File: config.mk
export PLATFORM = sky130hd
export DESIGN_NAME = dispatch_queue_flat
export DESIGN_NICKNAME = d
export VERILOG_FILES = /design/src/rtl/dispatch_queue_if.sv /design/src/rtl/dispatch_queue.sv /design/src/flat_wrapper.sv
export SDC_FILE = /design/constraint.sdc
export NUM_CORES = 1
export LEC_CHECK = 0
export BUFFER_PORTS_ARGS = -buffer_cell sky130_fd_sc_hd__buf_2
export CORE_ASPECT_RATIO = 0.8
export CORE_MARGIN = 8
export CORE_UTILIZATION = 55
export DETAILED_ROUTE_END_ITERATION = 8
export GPL_TIMING_DRIVEN = 0
export HOLD_SLACK_MARGIN = 0.12
export PLACE_DENSITY_LB_ADDON = 0.12
export SYNTH_ARGS = -nofsm -noshare
export SYNTH_HDL_FRONTEND = slang
export SYNTH_SLANG_ARGS = --single-unit
File: constraint.sdc
create_clock -name clk -period 8.2 [get_ports clk]
set_input_delay 0 -clock clk [delete_from_list [all_inputs] [get_ports clk]]
set_output_delay 0 -clock clk [all_outputs]
set_load 0.02 [all_outputs]
File: src/rtl/dispatch_queue_if.sv
// Decode-side push lanes and station-side dispatch lanes of dispatch_queue.
// slave is the queue's view; master is the view of the surrounding pipeline.
interface dispatch_queue_if #(
  parameter int SIZE       = 32,
  parameter int REG_NUM    = 8,
  parameter int ALUOP_BITS = 3,
  parameter int INPUT_ROWS = 2,
  parameter int DEPTH      = 8
);
  localparam int REG_W   = $clog2(REG_NUM);
  localparam int FREE_W  = $clog2(INPUT_ROWS + 1);
  localparam int COUNT_W = $clog2(DEPTH + 1);

  logic [INPUT_ROWS-1:0]                 in_valid;
  logic [INPUT_ROWS-1:0][ALUOP_BITS-1:0] in_ALUOp;
  logic [INPUT_ROWS-1:0][REG_W-1:0]      in_src_reg1;
  logic [INPUT_ROWS-1:0][REG_W-1:0]      in_src_reg2;
  logic [INPUT_ROWS-1:0]                 in_use_imm;
  logic [INPUT_ROWS-1:0][SIZE-1:0]       in_imm;
  logic [INPUT_ROWS-1:0][REG_W-1:0]      in_dest_reg1;
  logic                                  in_ready;

  logic [FREE_W-1:0]                     rs_free;
  logic [INPUT_ROWS-1:0]                 new_valid;
  logic [INPUT_ROWS-1:0][ALUOP_BITS-1:0] new_ALUOp;
  logic [INPUT_ROWS-1:0][REG_W-1:0]      new_src_reg1;
  logic [INPUT_ROWS-1:0][REG_W-1:0]      new_src_reg2;
  logic [INPUT_ROWS-1:0]                 new_use_imm;
  logic [INPUT_ROWS-1:0][SIZE-1:0]       new_imm;
  logic [INPUT_ROWS-1:0][REG_W-1:0]      new_dest_reg1;
  logic [COUNT_W-1:0]                    count;

  modport slave (
    input  in_valid, in_ALUOp, in_src_reg1, in_src_reg2, in_use_imm, in_imm, in_dest_reg1,
    input  rs_free,
    output in_ready, new_valid, new_ALUOp, new_src_reg1, new_src_reg2, new_use_imm,
    output new_imm, new_dest_reg1, count
  );

  modport master (
    output in_valid, in_ALUOp, in_src_reg1, in_src_reg2, in_use_imm, in_imm, in_dest_reg1,
    output rs_free,
    input  in_ready, new_valid, new_ALUOp, new_src_reg1, new_src_reg2, new_use_imm,
    input  new_imm, new_dest_reg1, count
  );
endinterface

File: src/rtl/dispatch_queue.sv
// Multi-lane in-order buffer between decode and reg_station (compacting push, thermometer pop).
// Define DISPATCH_QUEUE_STATS_EN to add the stall_cycles / drop_count counters.
module dispatch_queue #(
  parameter int SIZE       = 32,
  parameter int REG_NUM    = 8,
  parameter int ALUOP_BITS = 3,
  parameter int INPUT_ROWS = 2,
  parameter int DEPTH      = 8
) (
  input  logic              clk,
  input  logic              rst,
  input  logic              flush,
`ifdef DISPATCH_QUEUE_STATS_EN
  output logic [31:0]       stall_cycles,
  output logic [31:0]       drop_count,
`endif
  dispatch_queue_if.slave   q
);
  localparam int REG_W   = $clog2(REG_NUM);
  localparam int PTR_W   = $clog2(DEPTH);
  localparam int COUNT_W = $clog2(DEPTH + 1);

  typedef struct packed {
    logic [ALUOP_BITS-1:0] alu_op;
    logic [REG_W-1:0]      src_reg1;
    logic [REG_W-1:0]      src_reg2;
    logic                  use_imm;
    logic [SIZE-1:0]       imm;
    logic [REG_W-1:0]      dest_reg1;
  } entry_t;

  entry_t             mem [DEPTH];
  logic [PTR_W-1:0]   head;
  logic [PTR_W-1:0]   tail;
  logic [COUNT_W-1:0] count_q;

  logic               push_ok;
  logic [COUNT_W-1:0] nvalid;
  logic [COUNT_W-1:0] npush;
  logic [COUNT_W-1:0] npop;
  logic [PTR_W-1:0]   wr_idx [INPUT_ROWS];

  // Readiness looks only at the registered count so decode never sees a pop-dependent path.
  assign q.in_ready = (COUNT_W'(DEPTH) - count_q) >= COUNT_W'(INPUT_ROWS);
  assign push_ok    = q.in_ready && !flush && !rst;
  assign npush      = push_ok ? nvalid : '0;
  assign q.count    = count_q;

  // NOTE: blocking '=' here is intentional; nvalid is a running sum that each lane reads before adding itself.
  always_comb begin
    nvalid = '0;
    for (int i = 0; i < INPUT_ROWS; i++) begin
      wr_idx[i] = tail + PTR_W'(nvalid);
      if (q.in_valid[i]) nvalid = nvalid + 1'b1;
    end
  end

  always_comb begin
    npop = count_q;
    if (COUNT_W'(q.rs_free) < npop)   npop = COUNT_W'(q.rs_free);
    if (COUNT_W'(INPUT_ROWS) < npop)  npop = COUNT_W'(INPUT_ROWS);
  end

  // Lanes past npop are forced to zero so the station never sees stale entries.
  always_comb begin
    q.new_valid     = '0;
    q.new_ALUOp     = '0;
    q.new_src_reg1  = '0;
    q.new_src_reg2  = '0;
    q.new_use_imm   = '0;
    q.new_imm       = '0;
    q.new_dest_reg1 = '0;
    for (int k = 0; k < INPUT_ROWS; k++) begin
      if (COUNT_W'(k) < npop) begin
        q.new_valid[k]     = 1'b1;
        q.new_ALUOp[k]     = mem[head + PTR_W'(k)].alu_op;
        q.new_src_reg1[k]  = mem[head + PTR_W'(k)].src_reg1;
        q.new_src_reg2[k]  = mem[head + PTR_W'(k)].src_reg2;
        q.new_use_imm[k]   = mem[head + PTR_W'(k)].use_imm;
        q.new_imm[k]       = mem[head + PTR_W'(k)].imm;
        q.new_dest_reg1[k] = mem[head + PTR_W'(k)].dest_reg1;
      end
    end
  end

  // NOTE: the entry array has no reset; occupancy is tracked by count/head/tail, so stale contents are never observed.
  always_ff @(posedge clk) begin
    for (int i = 0; i < INPUT_ROWS; i++) begin
      if (push_ok && q.in_valid[i]) begin
        mem[wr_idx[i]] <= '{alu_op:    q.in_ALUOp[i],
                            src_reg1:  q.in_src_reg1[i],
                            src_reg2:  q.in_src_reg2[i],
                            use_imm:   q.in_use_imm[i],
                            imm:       q.in_imm[i],
                            dest_reg1: q.in_dest_reg1[i]};
      end
    end
  end

  always_ff @(posedge clk) begin
    if (rst || flush) begin
      head    <= '0;
      tail    <= '0;
      count_q <= '0;
    end else begin
      head    <= head + PTR_W'(npop);
      tail    <= tail + PTR_W'(npush);
      count_q <= count_q + npush - npop;
    end
  end

`ifdef DISPATCH_QUEUE_STATS_EN
  logic [32:0] drop_sum;
  assign drop_sum = {1'b0, drop_count} + 33'(nvalid);

  // Counters survive flush so mispredict recovery does not hide back-pressure history.
  always_ff @(posedge clk) begin
    if (rst) begin
      stall_cycles <= '0;
      drop_count   <= '0;
    end else begin
      if (count_q != '0 && q.rs_free == '0 && stall_cycles != '1)
        stall_cycles <= stall_cycles + 1'b1;
      if (q.in_valid != '0 && !q.in_ready)
        drop_count <= drop_sum[32] ? '1 : drop_sum[31:0];
    end
  end
`endif

endmodule

File: src/flat_wrapper.sv
// flat-port wrapper written by rule: the top's interface ports become plain ports
module dispatch_queue_flat 
#(
  parameter int SIZE       = 32,
  parameter int REG_NUM    = 8,
  parameter int ALUOP_BITS = 3,
  parameter int INPUT_ROWS = 2,
  parameter int DEPTH      = 8
)
  (clk, rst, flush, q_in_valid, q_in_ALUOp, q_in_src_reg1, q_in_src_reg2, q_in_use_imm, q_in_imm, q_in_dest_reg1, q_rs_free, q_in_ready, q_new_valid, q_new_ALUOp, q_new_src_reg1, q_new_src_reg2, q_new_use_imm, q_new_imm, q_new_dest_reg1, q_count);
  dispatch_queue_if #(.SIZE(SIZE), .REG_NUM(REG_NUM), .ALUOP_BITS(ALUOP_BITS), .INPUT_ROWS(INPUT_ROWS), .DEPTH(DEPTH)) q_i ();
  input  logic clk;
  input  logic rst;
  input  logic flush;
  input wire logic [$bits(q_i.in_valid)-1:0] q_in_valid;
  input wire logic [$bits(q_i.in_ALUOp)-1:0] q_in_ALUOp;
  input wire logic [$bits(q_i.in_src_reg1)-1:0] q_in_src_reg1;
  input wire logic [$bits(q_i.in_src_reg2)-1:0] q_in_src_reg2;
  input wire logic [$bits(q_i.in_use_imm)-1:0] q_in_use_imm;
  input wire logic [$bits(q_i.in_imm)-1:0] q_in_imm;
  input wire logic [$bits(q_i.in_dest_reg1)-1:0] q_in_dest_reg1;
  input wire logic [$bits(q_i.rs_free)-1:0] q_rs_free;
  output wire logic [$bits(q_i.in_ready)-1:0] q_in_ready;
  output wire logic [$bits(q_i.new_valid)-1:0] q_new_valid;
  output wire logic [$bits(q_i.new_ALUOp)-1:0] q_new_ALUOp;
  output wire logic [$bits(q_i.new_src_reg1)-1:0] q_new_src_reg1;
  output wire logic [$bits(q_i.new_src_reg2)-1:0] q_new_src_reg2;
  output wire logic [$bits(q_i.new_use_imm)-1:0] q_new_use_imm;
  output wire logic [$bits(q_i.new_imm)-1:0] q_new_imm;
  output wire logic [$bits(q_i.new_dest_reg1)-1:0] q_new_dest_reg1;
  output wire logic [$bits(q_i.count)-1:0] q_count;
  assign q_i.in_valid = q_in_valid;
  assign q_i.in_ALUOp = q_in_ALUOp;
  assign q_i.in_src_reg1 = q_in_src_reg1;
  assign q_i.in_src_reg2 = q_in_src_reg2;
  assign q_i.in_use_imm = q_in_use_imm;
  assign q_i.in_imm = q_in_imm;
  assign q_i.in_dest_reg1 = q_in_dest_reg1;
  assign q_i.rs_free = q_rs_free;
  assign q_in_ready = q_i.in_ready;
  assign q_new_valid = q_i.new_valid;
  assign q_new_ALUOp = q_i.new_ALUOp;
  assign q_new_src_reg1 = q_i.new_src_reg1;
  assign q_new_src_reg2 = q_i.new_src_reg2;
  assign q_new_use_imm = q_i.new_use_imm;
  assign q_new_imm = q_i.new_imm;
  assign q_new_dest_reg1 = q_i.new_dest_reg1;
  assign q_count = q_i.count;
  dispatch_queue #(.SIZE(SIZE), .REG_NUM(REG_NUM), .ALUOP_BITS(ALUOP_BITS), .INPUT_ROWS(INPUT_ROWS), .DEPTH(DEPTH)) u_core (.clk(clk), .rst(rst), .flush(flush), .q(q_i));
endmodule
==> Yosys cells after proc, flatten, opt, wreduce, memory -nomap -nowiden <==
Memories as Yosys holds them, arrays and structs flattened. A register that Yosys moved wholly into a read port is not among the register bits.
Cells that the tools add are included.
{ "op_classes": {"addsub": 8, "multipliers": 0, "n_div": 0, "n_lt_le_gt_ge": 5, "eq_ne": 0, "shift": 0, "mux": 24, "bitwise_logic": 0, "n_reduce_logical": 7} }
{ "op_table": {"columns": ["operator", "n"], "rows": [
  ["32-bit 2-to-1 mux", 2],
  ["3-bit 2-to-1 mux", 9],
  ["4-bit 2-to-1 mux", 4],
  ["1-bit 2-to-1 mux", 9],
  ["1-bit by 4-bit < comparator with 1-bit output, first input constant", 2],
  ["3-bit adder", 2],
  ["4-bit adder", 1],
  ["4-bit by 2-bit greater-or-equal comparator with 1-bit output, second input constant", 1],
  ["1-bit logical AND", 4],
  ["2-bit by 4-bit < comparator with 1-bit output", 1],
  ["2-bit by 4-bit < comparator with 1-bit output, first input constant", 1],
  ["4-bit subtractor", 1],
  ["4-bit subtractor, first input constant", 1],
  ["3-bit by 1-bit adder with 3-bit output", 1],
  ["3-bit by 1-bit adder with 3-bit output, second input constant", 1],
  ["1-bit by 1-bit adder with 2-bit output, second input constant", 1],
  ["1-bit zero test", 2],
  ["1-bit logical OR", 1]
]} }
{ "word_totals": {"ff_bits": 10, "latch_bits": 0, "mem_bits_rw": 360, "mem_bits_ro": 0, "n_memories": 1} }
{ "mem_list": {"columns": ["memory", "words", "width", "rd", "rd_ports_with_merged_regs", "write_ports", "line_no", "source"], "rows": [
  ["u_core.mem", 8, 45, 2, 1, 2, "dispatch_queue.sv:32", "entry_t mem [DEPTH];"]
]} }

==> Logic depth before layout (Yosys ltp) <==
{ "logic_depth": {"word_depth": 7, "ltp_mapped": 14, "depth_no_buf": 13} }

==> Least setup slack after synthesis <==
Ideal clock, no wire load.
{ "synth_path": {"kind": "register -> register", "start": "register u_core.count_q[0], in the netlist u_core.q.count[0]", "end": "memory u_core.mem[0][0] in the netlist's numbering, enable pin", "setup_time_ns": 0.572, "t_arrival_ns": 6.227, "t_required_ns": 7.628, "path_slack_ns": 1.401, "path_stages_with_launch": 8, "period_less_slack_ns": 6.799, "path_cell_list": "dfxtp_1 -> inv_1 -> ha_1 -> xor2_1 -> and3_1 -> buf_2 -> a21o_1 -> o41ai_1"} }
{ "synth_rtl": {"columns": ["element", "line_no", "source"], "rows": [
  ["from (decl)", "dispatch_queue.sv:35", "logic [COUNT_W-1:0] count_q;"],
  ["from (signal assigned)", "dispatch_queue.sv:108", "count_q <= count_q + npush - npop;"],
  ["to (decl)", "dispatch_queue.sv:32", null]
]} }

==> impl_metrics.env <==
export IMPL_p_int_uw=4206
export IMPL_max_cap_violations=0
export IMPL_drtIter0Drc=1669
export IMPL_drc=0
export IMPL_hold_buffers=139
export IMPL_core_area_um2=39360
export IMPL_clk_latency_ps=550
export IMPL_startpoint_type="flop"
export IMPL_routed_wl_mm=65.78
export IMPL_rows=65
export IMPL_fin_util_pct=68.03
export IMPL_reg2reg_to="u_core.mem[4][11]$_DFFE_PP_"
export IMPL_worstPathMaxFanout=7
export IMPL_dp_cells=2115
export IMPL_ys_seq_area_share_pct=50.18
export IMPL_finalHoldViolations=0
export IMPL_area_growth_pct=22.03
export IMPL_cts_max_path_buffers=3
export IMPL_post_cts_buffers=0
export IMPL_syn_num_nets=1466
export IMPL_vias=14810
export IMPL_dieArea_um2=46580
export IMPL_max_freq_mhz=256.0
export IMPL_design_area_um2=26780
export IMPL_rsz0062_at_grt="false"
export IMPL_numCtsBuffers=40
export IMPL_pin_count=194
export IMPL_async_reset_ff_share_pct=0
export IMPL_grt_util_all_layers_pct=27.70
export IMPL_final_cell_mix="360 x edfxtp_1, 269 x mux2_2, 237 x buf_2"
export IMPL_grt_pass1_vias=15420
export IMPL_synth_area_um2=21940
export IMPL_synth_edf_count=360
export IMPL_critPathKind="reg -> reg"
export IMPL_worst_slew_pin_slew_ps=1370
export IMPL_drv_slew=0
export IMPL_portBuffers=193
export IMPL_place_area_um2=24190
export IMPL_syn_inst=1351
export IMPL_power_frac_seq_pct=32.6
export IMPL_p_clk_share_pct=25.4
export IMPL_fin_crit_sh_pct=47.64
export IMPL_die_h_um=194.7
export IMPL_yosysWarnings=0
export IMPL_final_common_cell="edfxtp_1"
export IMPL_yosysTopAreaCellShare_pct=49.27
export IMPL_swShare_pct=37.52
export IMPL_r2r_start="u_core.q.count[0]$_SDFF_PP0_"
export IMPL_ys_ff_latch=370
export IMPL_netlist_top_cells_area="edfxtp_1 49%, mux4_2 18%, mux2_2 14%, mux2_1 4.2%, mux2i_1 2.1%"
export IMPL_power_frac_comb_pct=42.1
export IMPL_cp_required_ps=8500
export IMPL_cts_root_buffer="clkbuf_16"
export IMPL_wire_per_inst_um=28.24
export IMPL_setup_viol=0
export IMPL_worst_r2r_cell_count=10
export IMPL_grt_max_degree=22
export IMPL_firstDrtPassIters=5
export IMPL_fin_hold_ws_ps=146.4
export IMPL_gp_congestion=0.7890
export IMPL_grt_pass1_wl_mm=96.83
export IMPL_min_period_ps=3906
export IMPL_power_density_nw_per_um2=251.4
export IMPL_die_w_um=239.3
export IMPL_start_util_pct=55.74
export IMPL_synth_cell_types=48
export IMPL_drt_antenna_violating_nets=0
export IMPL_cts_tree="yes"
export IMPL_via_per_inst=6.358
export IMPL_hold_start="flush"
export IMPL_reg2reg_slack_ps=4290
export IMPL_final_nets=1875
export IMPL_crit_path_start="u_core.q.count[0]$_SDFF_PP0_"
export IMPL_finalNonFillerCells=2329
export IMPL_synth_top_cell_by_area="edfxtp_1"
export IMPL_synth_flop_cell="edfxtp_1"
export IMPL_dp_hpwl_mm=43.89
export IMPL_status="completed"
export IMPL_cts_resized=0
export IMPL_ir_worst_vdd_mv=0.2248
export IMPL_hold_class="in -> reg"
export IMPL_skew_ps=14.23
export IMPL_syn_area_per_cell_um2=16.24
export IMPL_critPathCaptureType="flop"
export IMPL_cts_sinks=370
export IMPL_hold_end="u_core.tail[1]$_SDFF_PP0_"
export IMPL_final_layout_size_suffix_gt1_share_pct=46.85
export IMPL_clkTransAtPathRegs_ps=60
export IMPL_worstHoldPathCells=4
export IMPL_ctsHtreeMaxLevel=2
export IMPL_slew_headroom_pct=7.993
export IMPL_crit_arrival_ps=4210
export IMPL_antenna_found_initial=4
export IMPL_netSwitchingPower_uw=2526
export IMPL_p_leak_uw=0.009280
export IMPL_grt_ovfl_total=0
## state kept, by name (all words and copies together) (netlist names)
| signal | cells |
|---|---|
| u_core.tail | 3 |
| u_core.head | 3 |
| u_core.mem | 360 |
| u_core.q.count | 4 |
## per-stage QoR
stage	total power, uW	TNS, ps	setup WS (ps)
3_3_place_gp	4941	-444610	-4220
6_report	6732	0	4294
2_1_floorplan	4051	0	1401
3_5_place_dp	5003	0	4390
4_1_cts	6746	0	4395
5_1_grt	6977	0	4164
## routing by layer
metal | wire length, um | up-vias | track usage, %
met5 | 27 | - | 0
met4 | 1422 | 4 | 7.203
met3 | 5763 | 102 | 5.373
met2 | 31930 | 779 | 45.38
met1 | 26630 | 7631 | 37.72
li1 | - | 6292 | -
## cells in the mapped netlist, types with 12 or more instances
cell type  instances
mux4_2           180
mux2i_1           45
a21oi_1           48
buf_2             44
clkbuf_1          16
buf_6             25
mux2_1            81
ha_1              16
mux2_2           269
mux2_4            12
inv_1             12
nor2_1            53
nand2_1           94
edfxtp_1         360
## cells by family (layout without fill, tap and decap cells)
| family | Yosys count | count (layout) | share of synthesized area [%] |
|---|---|---|---|
| AOI/OAI and AO/OA | 73 | 73 | 2.247 |
| xor gates and xnor gates | 10 | 10 | 0.3991 |
| buffers and inverters | 114 | 554 | 3.193 |
| muxes | 587 | 587 | 39.31 |
| other | 0 | 2 | 0 |
| DFF | 370 | 370 | 50.18 |
| and+or+nand+nor | 179 | 179 | 3.575 |
| adders and majority gates | 18 | 18 | 1.095 |
## power groups by stage
stage	Sequential (uW)	Combinational [uW]	Clock [uW]
after global routing	2200	3000	1780
after detailed placement	2230	2770	0
final	2190	2830	1710
after CTS	2190	2840	1720
after floorplan	2230	1820	0
after global placement	2250	2690	0
## critical path: stages, from the launching register on
cell	delay (ps)
dfxtp_1	470
inv_1	150
ha_1	320
a211oi_2	200
nand3_2	320
o21ai_0	1010
o41ai_2	370
buf_4	290
buf_4	190
buf_4	180
buf_6	150
## how the worst max path moves through the flow
stage / to / depth (start not counted)
floorplan: u_core.mem[0][0]$_DFFE_PP_ / 7
global placement: u_core.mem[0][9]$_DFFE_PP_ / 7
detailed placement: u_core.mem[4][11]$_DFFE_PP_ / 10
CTS: u_core.mem[4][11]$_DFFE_PP_ / 10
global route: u_core.mem[4][11]$_DFFE_PP_ / 10
finish: u_core.mem[4][11]$_DFFE_PP_ / 10
## final cells by class
cell class | count | area (um^2)
clock buffers | 53 | 1071
plain buffers | 102 | 655.6
diodes | 2 | 5.005
flip-flops and latches | 370 | 11010
repair buffers | 367 | 2869
well taps | 536 | 670.6
inverters | 12 | 45.04
multi-input cells | 867 | 10330
clock inverters | 20 | 121.4
fillers | 2817 | 12590
(Power assumes the default switching activity.)
